`config.mk`:
```
export PLATFORM = sky130hd
export DESIGN_NAME = lcu_fifo_ctrl_flat
export DESIGN_NICKNAME = d
export VERILOG_FILES = /design/src/rtl/lcu_fifo_ctrl_pkg.sv /design/src/rtl/lcu_fifo_ctrl_if.sv /design/src/rtl/lcu_fifo_ctrl_ptr.sv /design/src/rtl/lcu_fifo_ctrl.sv /design/src/flat_wrapper.sv
export SDC_FILE = /design/constraint.sdc
export NUM_CORES = 1
export LEC_CHECK = 0
export ABC_AREA = 1
export CORE_UTILIZATION = 48
export CTS_CLUSTER_DIAMETER = 60
export DETAILED_ROUTE_END_ITERATION = 8
export PLACE_DENSITY = 0.84
export SLEW_MARGIN = 30
export SYNTH_ARGS = -nofsm -noshare
export SYNTH_HDL_FRONTEND = slang
export SYNTH_SLANG_ARGS = --single-unit
export TNS_END_PERCENT = 1
```
`constraint.sdc`:
```
create_clock -name clk -period 3.8 [get_ports clk]
set_clock_uncertainty 0.1 [all_clocks]
set_input_delay 0.57 -clock clk [delete_from_list [all_inputs] [get_ports clk]]
set_output_delay 0.57 -clock clk [all_outputs]
set_load 0.005 [all_outputs]
```
`src/rtl/lcu_fifo_ctrl_pkg.sv`:
```
// Shared widths and defaults for the circular-FIFO list control unit.
package lcu_pkg;

  typedef int unsigned width_t;

  localparam width_t DEF_DATA_W = 4;
  localparam width_t DEF_DEPTH  = 8;

  // Pointer width that never collapses to zero bits.
  function automatic width_t ptr_w(input width_t depth);
    return (depth <= 2) ? width_t'(1) : width_t'($clog2(depth));
  endfunction

  // Occupancy needs one more bit than the pointer to represent DEPTH.
  function automatic width_t cnt_w(input width_t depth);
    return ptr_w(depth) + width_t'(1);
  endfunction

endpackage

```
`src/rtl/lcu_fifo_ctrl_if.sv`:
```
// Enqueue/dequeue, status and register-file port bundle of lcu_fifo_ctrl.
// LCU_FIFO_ERR_FLAGS_EN adds the sticky ovf/udf flags and err_clr.
interface lcu_fifo_ctrl_if
  import lcu_pkg::*;
#(
  parameter int unsigned DATA_W = DEF_DATA_W,
  parameter int unsigned DEPTH  = DEF_DEPTH
) ();
  localparam int unsigned AW = ptr_w(DEPTH);
  localparam int unsigned CW = cnt_w(DEPTH);

  logic              enq;
  logic [DATA_W-1:0] in;
  logic              deq;
  logic [DATA_W-1:0] out;
  logic              out_valid;
  logic              full;
  logic              empty;
  logic              almost_full;
  logic              almost_empty;
  logic [CW-1:0]     count;
  logic [DEPTH-1:0]  valid;
  logic [DATA_W-1:0] rd;
  logic [AW-1:0]     ra;
  logic [AW-1:0]     wa;
  logic [DATA_W-1:0] wd;
  logic              we;
`ifdef LCU_FIFO_ERR_FLAGS_EN
  logic              err_clr;
  logic              ovf;
  logic              udf;

  modport slave (
    input  enq, in, deq, rd, err_clr,
    output out, out_valid, full, empty, almost_full, almost_empty,
           count, valid, ra, wa, wd, we, ovf, udf
  );
  modport master (
    output enq, in, deq, rd, err_clr,
    input  out, out_valid, full, empty, almost_full, almost_empty,
           count, valid, ra, wa, wd, we, ovf, udf
  );
`else
  modport slave (
    input  enq, in, deq, rd,
    output out, out_valid, full, empty, almost_full, almost_empty,
           count, valid, ra, wa, wd, we
  );
  modport master (
    output enq, in, deq, rd,
    input  out, out_valid, full, empty, almost_full, almost_empty,
           count, valid, ra, wa, wd, we
  );
`endif
endinterface

```
`src/rtl/lcu_fifo_ctrl_ptr.sv`:
```
// Wrapping pointer register; wrap is the natural AW-bit overflow.
module lcu_ptr #(
  parameter int unsigned AW = 3
) (
  input  logic          clk,
  input  logic          rst,
  input  logic          inc,
  output logic [AW-1:0] ptr
);
  logic [AW-1:0] ptr_q, ptr_d;

  always_comb begin
    ptr_d = ptr_q;
    if (inc) ptr_d = ptr_q + AW'(1);
  end

  always_ff @(posedge clk) begin
    if (rst) ptr_q <= '0;
    else     ptr_q <= ptr_d;
  end

  assign ptr = ptr_q;
endmodule

```
`src/rtl/lcu_fifo_ctrl.sv`:
```
// Circular FIFO list control unit driving an external 1R/1W register file.
// Optional sticky overflow/underflow flags under LCU_FIFO_ERR_FLAGS_EN.
module lcu_fifo_ctrl
  import lcu_pkg::*;
#(
  parameter int unsigned DATA_W    = DEF_DATA_W,
  parameter int unsigned DEPTH     = DEF_DEPTH,
  parameter int unsigned AF_MARGIN = 1,
  parameter int unsigned AE_MARGIN = 1
) (
  input logic           clk,
  input logic           rst,
  lcu_fifo_ctrl_if.slave bus
);
  localparam int unsigned AW    = ptr_w(DEPTH);
  localparam int unsigned CW    = cnt_w(DEPTH);
  // Thresholds clamped so oversized margins saturate instead of wrapping.
  localparam int unsigned AF_TH = (AF_MARGIN >= DEPTH) ? 0 : DEPTH - AF_MARGIN;
  localparam int unsigned AE_TH = (AE_MARGIN >= DEPTH) ? DEPTH : AE_MARGIN;

  logic [AW-1:0]     rp, wp;
  logic [DEPTH-1:0]  valid_q, valid_d;
  logic [CW-1:0]     count_q, count_d;
  logic [DATA_W-1:0] out_q, out_d;
  logic              out_valid_q, out_valid_d;
  logic              full_c, empty_c, enq_ok_c, deq_ok_c;

  assign full_c   = &valid_q;
  assign empty_c  = ~|valid_q;
  // A full FIFO still accepts an enqueue paired with a dequeue.
  assign enq_ok_c = bus.enq & (~full_c | bus.deq);
  assign deq_ok_c = bus.deq & ~empty_c;

  lcu_ptr #(.AW(AW)) u_rp (.clk(clk), .rst(rst), .inc(deq_ok_c), .ptr(rp));
  lcu_ptr #(.AW(AW)) u_wp (.clk(clk), .rst(rst), .inc(enq_ok_c), .ptr(wp));

  // Clear before set so a full-FIFO enq+deq on the same slot stays valid.
  always_comb begin
    valid_d     = valid_q;
    count_d     = count_q;
    out_d       = out_q;
    out_valid_d = 1'b0;
    if (deq_ok_c) begin
      valid_d[rp] = 1'b0;
      out_d       = bus.rd;
      out_valid_d = 1'b1;
    end
    if (enq_ok_c) valid_d[wp] = 1'b1;
    if (enq_ok_c && !deq_ok_c)      count_d = count_q + CW'(1);
    else if (deq_ok_c && !enq_ok_c) count_d = count_q - CW'(1);
  end

  always_ff @(posedge clk) begin
    if (rst) begin
      valid_q     <= '0;
      count_q     <= '0;
      out_q       <= '0;
      out_valid_q <= 1'b0;
    end else begin
      valid_q     <= valid_d;
      count_q     <= count_d;
      out_q       <= out_d;
      out_valid_q <= out_valid_d;
    end
  end

  assign bus.out          = out_q;
  assign bus.out_valid    = out_valid_q;
  assign bus.full         = full_c;
  assign bus.empty        = empty_c;
  assign bus.count        = count_q;
  assign bus.valid        = valid_q;
  assign bus.almost_full  = (count_q >= CW'(AF_TH));
  assign bus.almost_empty = (count_q <= CW'(AE_TH));
  assign bus.ra           = rp;
  assign bus.wa           = wp;
  assign bus.wd           = bus.in;
  assign bus.we           = enq_ok_c & ~rst;

`ifdef LCU_FIFO_ERR_FLAGS_EN
  logic ovf_q, ovf_d, udf_q, udf_d;

  // Sticky error flags; a new error wins over a same-cycle clear.
  always_comb begin
    ovf_d = ovf_q;
    udf_d = udf_q;
    if (bus.err_clr) begin
      ovf_d = 1'b0;
      udf_d = 1'b0;
    end
    if (bus.enq & full_c & ~bus.deq) ovf_d = 1'b1;
    if (bus.deq & empty_c)           udf_d = 1'b1;
  end

  always_ff @(posedge clk) begin
    if (rst) begin
      ovf_q <= 1'b0;
      udf_q <= 1'b0;
    end else begin
      ovf_q <= ovf_d;
      udf_q <= udf_d;
    end
  end

  assign bus.ovf = ovf_q;
  assign bus.udf = udf_q;
`endif
endmodule

```
`src/flat_wrapper.sv`:
```
// flat-port wrapper written by rule: the top's interface ports become plain ports
module lcu_fifo_ctrl_flat import lcu_pkg::*;
#(
  parameter int unsigned DATA_W    = DEF_DATA_W,
  parameter int unsigned DEPTH     = DEF_DEPTH,
  parameter int unsigned AF_MARGIN = 1,
  parameter int unsigned AE_MARGIN = 1
)
  (clk, rst, bus_enq, bus_in, bus_deq, bus_rd, bus_out, bus_out_valid, bus_full, bus_empty, bus_almost_full, bus_almost_empty, bus_count, bus_valid, bus_ra, bus_wa, bus_wd, bus_we);
  lcu_fifo_ctrl_if #(.DATA_W(DATA_W), .DEPTH(DEPTH)) bus_i ();
  input logic clk;
  input logic rst;
  input wire logic [$bits(bus_i.enq)-1:0] bus_enq;
  input wire logic [$bits(bus_i.in)-1:0] bus_in;
  input wire logic [$bits(bus_i.deq)-1:0] bus_deq;
  input wire logic [$bits(bus_i.rd)-1:0] bus_rd;
  output wire logic [$bits(bus_i.out)-1:0] bus_out;
  output wire logic [$bits(bus_i.out_valid)-1:0] bus_out_valid;
  output wire logic [$bits(bus_i.full)-1:0] bus_full;
  output wire logic [$bits(bus_i.empty)-1:0] bus_empty;
  output wire logic [$bits(bus_i.almost_full)-1:0] bus_almost_full;
  output wire logic [$bits(bus_i.almost_empty)-1:0] bus_almost_empty;
  output wire logic [$bits(bus_i.count)-1:0] bus_count;
  output wire logic [$bits(bus_i.valid)-1:0] bus_valid;
  output wire logic [$bits(bus_i.ra)-1:0] bus_ra;
  output wire logic [$bits(bus_i.wa)-1:0] bus_wa;
  output wire logic [$bits(bus_i.wd)-1:0] bus_wd;
  output wire logic [$bits(bus_i.we)-1:0] bus_we;
  assign bus_i.enq = bus_enq;
  assign bus_i.in = bus_in;
  assign bus_i.deq = bus_deq;
  assign bus_i.rd = bus_rd;
  assign bus_out = bus_i.out;
  assign bus_out_valid = bus_i.out_valid;
  assign bus_full = bus_i.full;
  assign bus_empty = bus_i.empty;
  assign bus_almost_full = bus_i.almost_full;
  assign bus_almost_empty = bus_i.almost_empty;
  assign bus_count = bus_i.count;
  assign bus_valid = bus_i.valid;
  assign bus_ra = bus_i.ra;
  assign bus_wa = bus_i.wa;
  assign bus_wd = bus_i.wd;
  assign bus_we = bus_i.we;
  lcu_fifo_ctrl #(.DATA_W(DATA_W), .DEPTH(DEPTH), .AF_MARGIN(AF_MARGIN), .AE_MARGIN(AE_MARGIN)) u_core (.clk(clk), .rst(rst), .bus(bus_i));
endmodule
```
==> run_results.csv, run 1 <==
group,metric,value,unit
run_status,status,"complete, no violations",
finish,syn2layout_area_growth,28.0,%
critical_path,critPathLaunch,"bus_deq",
placement,hpwl,1.98,mm
clock_tree,cts-root-buf,"clkbuf_4",
power_and_ir_drop,pwr-share-seq,50.4,%
timing,rsz0062_at_grt,"false",
timing,max_freq,0.337,GHz
global_routing,grt_pass1_wl,4.51,mm
finish,fin_cells,247,
yosys,synth.most_common_cell,"nor2_1",
clock_tree,cts_tree,"done",
route,viasPerCell,5.01,
finish,fillers,220,
yosys,ys.flop_type,"dfxtp_1",
power_and_ir_drop,irDropWorstVdd,0.000302,V
critical_path,cpPeakStageDelay,0.63,ns
finish,fin_util,65.7,%
finish,nets,236,
floorplanning,initial_core_util,51.3,%
power_and_ir_drop,clkPwrFrac,20.5,%
route,first_iter_violations,23,
yosys,synth_nets,204,
global_routing,grt_use_total,21.6,%
global_routing,grt_busiest_layer,"met2",
clock_tree,ctsHoldBuffers,0,
yosys,yosysTopAreaCellShare,35.9,%
floorplanning,core,2500,sq um
critical_path,worstSetupPathType,"primary input to output port",
power_and_ir_drop,total_power,0.560,mW
route,post_drt_wl_per_cell,10.9,microns
finish,multi_input_area,692,sq um
critical_path,r2r_cells,8,
critical_path,path_max_fanout,6,
yosys,netlist_area,1280,sq um
timing,period_share,78.1,%
yosys,syn_inst,186,
global_routing,use_met1,28.4,%
timing,setup_viol,0,
global_routing,grt_pass1_vias,1032,
hold_path,hold_path.startpoint,"u_core.bus.out[0]$_SDFFE_PP0N_",
timing,hold_slack,0.396,ns
yosys,seq_area_frac_synth,35.9,%
hold_path,whs_path_depth,2,
hold_path,hp-class,"flip-flop to flip-flop",
global_routing,met3_usage,5.08,%
placement,dp_cells,243,
critical_path,cp.arrival,2.30,ns
timing,timing.slew.headroom,64.7,%
run,cap_violations,0,
clock_tree,post_cts_resized,0,
critical_path,worstReg2RegStart,"u_core.bus.valid[4]$_SDFF_PP0_",
power_and_ir_drop,combPwrFrac,29.1,%
yosys,syn_avg_cell_area,6.90,sq um
critical_path,crit_path_top_delay_cell,"clkdlybuf4s50_1",
power_and_ir_drop,p_sw,0.172,mW
critical_path,crit_path_end_kind,"output port",
critical_path,required,3.13,ns
clock_tree,insertion_delay,0.32,ns
floorplanning,die_y,53.7,microns
yosys,synth_area_leaders,"dfxtp_1 36%, nor2_1 11%, nand2_1 11%",
yosys,synth-async-reset-ratio,0,%
route,drc,0,
critical_path,r2r_end,"u_core.bus.count[2]$_SDFFE_PP0P_",
clock_tree,cts_buffers,3,
floorplanning,rows,18,
floorplanning,ioPinCount,44,
route,vias,1237,
yosys,ys_ff_latch,23,
power_and_ir_drop,swShare,30.7,%
floorplanning,dieArea,2880,sq um
placement,gp_congestion,0.865,
power_and_ir_drop,p_leak,0.662,nW
clock_tree,clk_path_buf_depth,2,
timing,tightest_slew,0.528,ns
yosys,synth_area_leader_cell,"dfxtp_1",
critical_path,critical_path.cell_chain,"clkdlybuf4s50_1 > inv_1 > nand3_1 > nand2_2 > nor2_4 > clkdlybuf4s50_1",
timing,drv_slew,0,
critical_path,crit_path_start_kind,"primary input",
yosys,ys_top_cells_by_count,"37 x nor2_1, 36 x nand2_1, 23 x dfxtp_1",
yosys,yosysWarnings,0,
floorplanning,fp.dieW,53.7,microns
finish,register_area,460,sq um
clock_tree,cts_setup_buffers,0,
global_routing,grt_use_met2,34.4,%
power_and_ir_drop,internal_power,0.388,mW
power_and_ir_drop,p_per_area,341,nW/um^2
route,ant_nets,0,
clock_tree,clk_pin_slew,0.12,ns
timing,period_needed,2.97,ns
clock_tree,cts_num_sinks,23,
route,postRouteWirelength,2.68,mm
yosys,yosysUniqueCellTypes,27,
critical_path,ff2ff_setup_slack,1.73,ns
finish,drive_gt1_share,7.37,%
yosys,synth_edf_count,0,
global_routing,grt_max_degree,18,
placement,io_buffers,35,
route,drtPass1Iterations,4,
clock_tree,htree_levels,1,
critical_path,critical_path.most_common_cell,"clkdlybuf4s50_1",
timing,finalSetupTns,0,ns
global_routing,grt_antenna_before_repair,0,
hold_path,whs_endpoint,"u_core.bus.out[0]$_SDFFE_PP0N_",
finish,num_antenna_cells,0,
timing,final-hold-violation-count,0,
global_routing,overflow,0,
state kept, by name, summed over array words and instances, names as in the netlist:
signal                flops
u_core.u_rp.ptr           3
u_core.bus.count          4
u_core.bus.out_valid      1
u_core.bus.valid          8
u_core.bus.out            4
u_core.u_wp.ptr           3
worst max-delay path: cells and delay by family:
family                 cells  cell delay [ns]
and+or+nand+nor            3             0.46
buffers and inverters      3             1.26
through the flow:
stage | setup slack (ns) | cell area (sq um)
detailed placement | 0.888 | 1620
CTS | 0.876 | 1640
floorplan | 1.93 | 1280
global route | 0.731 | 1640
finish | 0.831 | 1640
global placement | 0.921 | 1620
layer usage:
layer	wire length [microns]	vias up
li1	-	653
met1	1310	548
met2	1230	32
met3	123	4
met4	23	0
met5	0	-
kinds of logic after synthesis:
logic type / after synthesis / share of synthesized area, %
AOI/OAI and AO/OA: 30 / 13.9
xor gates and xnor gates: 3 / 2.05
adders and majority gates: 6 / 5.85
buffers and inverters: 28 / 10.1
DFF: 23 / 35.9
and+or+nand+nor: 96 / 32.2
worst max-delay path by stage:
stage	endpoint
floorplan	u_core.bus.count[2]$_SDFFE_PP0P_
global placement	bus_we
detailed placement	bus_we
CTS	bus_we
global route	bus_we
finish	bus_we
power groups by stage:
stage	sequential (mW)	clock [mW]	combinational (mW)
floorplan	0.286	0	0.0912
global placement	0.288	0	0.161
detailed placement	0.288	0	0.163
CTS	0.282	0.119	0.164
global route	0.286	0.127	0.186
finish	0.282	0.115	0.163
final cells by class:
type / count / area share (%)
Sequential cell: 23 / 28.0
Timing Repair Buffer: 35 / 21.3
Clock buffer: 4 / 1.60
Inverter: 20 / 4.57
Tap cell: 30 / 2.29
Multi-Input combinational cell: 135 / 42.1
placed cells by master, fill, tap and decap left out, types with 2 or more instances in the layout:
cell type and instances:
nor2_4 2, nor2_1 37, ha_1 6, a21oi_1 8, clkdlybuf4s50_1 35, o21ai_1 6
nor3_1 2, xor2_1 2, inv_1 19, nand2_1 36, dfxtp_1 23, nand2_2 5
o21ai_0 10, nand3_1 11, a21oi_2 3, clkbuf_4 3
No activity file was read; power rests on OpenSTA's default activity.
==> run 2: changes to the inputs <==
--- a/config.mk
+++ b/config.mk
@@ -6,10 +6,10 @@
 export NUM_CORES = 1
 export LEC_CHECK = 0
 export ABC_AREA = 1
-export CORE_UTILIZATION = 48
+export CORE_UTILIZATION = 40
 export CTS_CLUSTER_DIAMETER = 60
 export DETAILED_ROUTE_END_ITERATION = 8
-export PLACE_DENSITY = 0.84
+export PLACE_DENSITY = 0.75
 export SLEW_MARGIN = 30
 export SYNTH_ARGS = -nofsm -noshare
 export SYNTH_HDL_FRONTEND = slang
==> constraint.sdc (replaced) <==
create_clock -name clk -period 2.4 [get_ports clk]
set_clock_uncertainty 0.1 [all_clocks]
set_input_delay 0.36 -clock clk [delete_from_list [all_inputs] [get_ports clk]]
set_output_delay 0.36 -clock clk [all_outputs]
set_load 0.005 [all_outputs]
==> run_results.csv, run 2 (synthesis results as in run 1) <==
group,metric,value,unit
finish,fin_util,55.1,%
power_and_ir_drop,p_sw,0.278,mW
critical_path,crit_path_start_kind,"primary input",
placement,placed_area,1660,sq um
route,post_drt_wl_per_cell,10.6,microns
run_status,status,"complete, no violations",
placement,gp_congestion,0.828,
finish,final_cell_mix,"37 x nor2_1, 36 x nand2_1, 35 x clkdlybuf4s50_1",
route,first_iter_violations,48,
finish,final_common_cell,"nor2_1",
clock_tree,cts-root-buf,"clkbuf_4",
route,drc,0,
timing,final-hold-violation-count,0,
timing,finalSetupTns,0,ns
route,ant_nets,0,
route,vias,1235,
timing,tightest_slew,0.365,ns
power_and_ir_drop,clkPwrFrac,20.4,%
finish,nets,239,
floorplanning,initial_core_util,42.0,%
clock_tree,clk_pin_slew,0.14,ns
finish,fillers,319,
clock_tree,post_cts_resized,0,
power_and_ir_drop,pwr-share-seq,50.1,%
global_routing,overflow,0,
floorplanning,fp.dieW,58.6,microns
finish,largest_reg_flops,8,
clock_tree,htree_levels,1,
critical_path,cp.arrival,1.83,ns
power_and_ir_drop,p_per_area,530,nW/um^2
clock_tree,cts_setup_buffers,0,
global_routing,grt_pass1_wl,4.73,mm
timing,hold_slack,0.395,ns
clock_tree,cts_buffers,3,
timing,period_share,95.6,%
placement,io_buffers,35,
power_and_ir_drop,total_power,0.893,mW
floorplanning,ioPinCount,44,
power_and_ir_drop,p_leak,0.679,nW
floorplanning,rows,20,
critical_path,required,1.94,ns
finish,drive_gt1_share,9.09,%
finish,num_antenna_cells,0,
timing,rsz0062_at_grt,"false",
clock_tree,cts_num_sinks,23,
run,cap_violations,0,
route,drtPass1Iterations,4,
clock_tree,clk_path_buf_depth,2,
timing,period_needed,2.29,ns
critical_path,path_max_fanout,6,
power_and_ir_drop,combPwrFrac,29.4,%
finish,design_area,1680,sq um
clock_tree,cts_tree,"done",
timing,timing.slew.headroom,75.6,%
placement,hpwl,2.12,mm
floorplanning,dieArea,3440,sq um
power_and_ir_drop,internal_power,0.615,mW
finish,syn2layout_area_growth,31.2,%
floorplanning,die_y,58.6,microns
timing,max_freq,0.436,GHz
hold_path,hp-class,"flip-flop to flip-flop",
floorplanning,core,3050,sq um
global_routing,grt_antenna_before_repair,0,
clock_tree,insertion_delay,0.32,ns
route,postRouteWirelength,2.79,mm
global_routing,grt_use_total,18.2,%
power_and_ir_drop,irDropWorstVdd,0.000426,V
route,viasPerCell,4.68,
global_routing,grt_pass1_vias,1103,
timing,setup_viol,0,
power_and_ir_drop,swShare,31.1,%
critical_path,crit_path_end_kind,"output port",
clock_tree,ctsHoldBuffers,0,
timing,drv_slew,0,
critical_path,worstSetupPathType,"primary input to output port",
global_routing,grt_max_degree,17,
run 2: critical path, cell delays in order:
cell and delay [ns]:
clkdlybuf4s50_1 0.48, inv_1 0.08, nand3_1 0.13, nand2_2 0.12
nor2_4 0.15, clkdlybuf4s50_1 0.52
run 2: layout make-up:
cell class,instances,area (sq um),area share [%]
sequential,23,460,27.4
inverter,20,75.1,4.46
clock buffer,3,22.5,1.34
timing repair buffer,38,373,22.2
multi-input combinational,135,692,41.1
clock inverter,1,5.00,0.297
tap,44,55.1,3.27
run 2: power by group through the flow:
stage | Clock (mW) | Sequential [mW] | Combinational, mW
global route | 0.203 | 0.453 | 0.296
floorplan | 0 | 0.453 | 0.144
finish | 0.183 | 0.447 | 0.263
global placement | 0 | 0.457 | 0.262
detailed placement | 0 | 0.456 | 0.265
CTS | 0.194 | 0.448 | 0.266
run 2: per-stage QoR:
stage | setup WS, ns | instances
after floorplan | 0.586 | 186
after detailed placement | 0.121 | 260
after global routing | 0.0324 | 264
after global placement | 0.113 | 260
after CTS | 0.104 | 264
final | 0.105 | 264
run 2: final timing paths:
check / depth (start not counted) / slack (ns) / to / start
worst max-delay path: 6 / 0.11 / bus_we / bus_deq
worst min-delay path: 2 / 0.40 / u_core.bus.out[0]$_SDFFE_PP0N_ / u_core.bus.out[0]$_SDFFE_PP0N_
worst max register to register: 10 / 0.42 / u_core.bus.count[2]$_SDFFE_PP0P_ / u_core.bus.valid[6]$_SDFF_PP0_
worst min register to register: 2 / 0.40 / u_core.bus.out[0]$_SDFFE_PP0N_ / u_core.bus.out[0]$_SDFFE_PP0N_
run 2: metal layers:
metal  up-vias  GRT usage [%]  wire length [microns]  part of all wire [%]
li1        653              -                      -                     -
met1       551           23.5                   1310                    47
met2        29           29.6                   1320                    47
met3         2           4.40                    127                   4.6
met4         0           6.80                     27                  0.97
met5         -              0                      0                     0
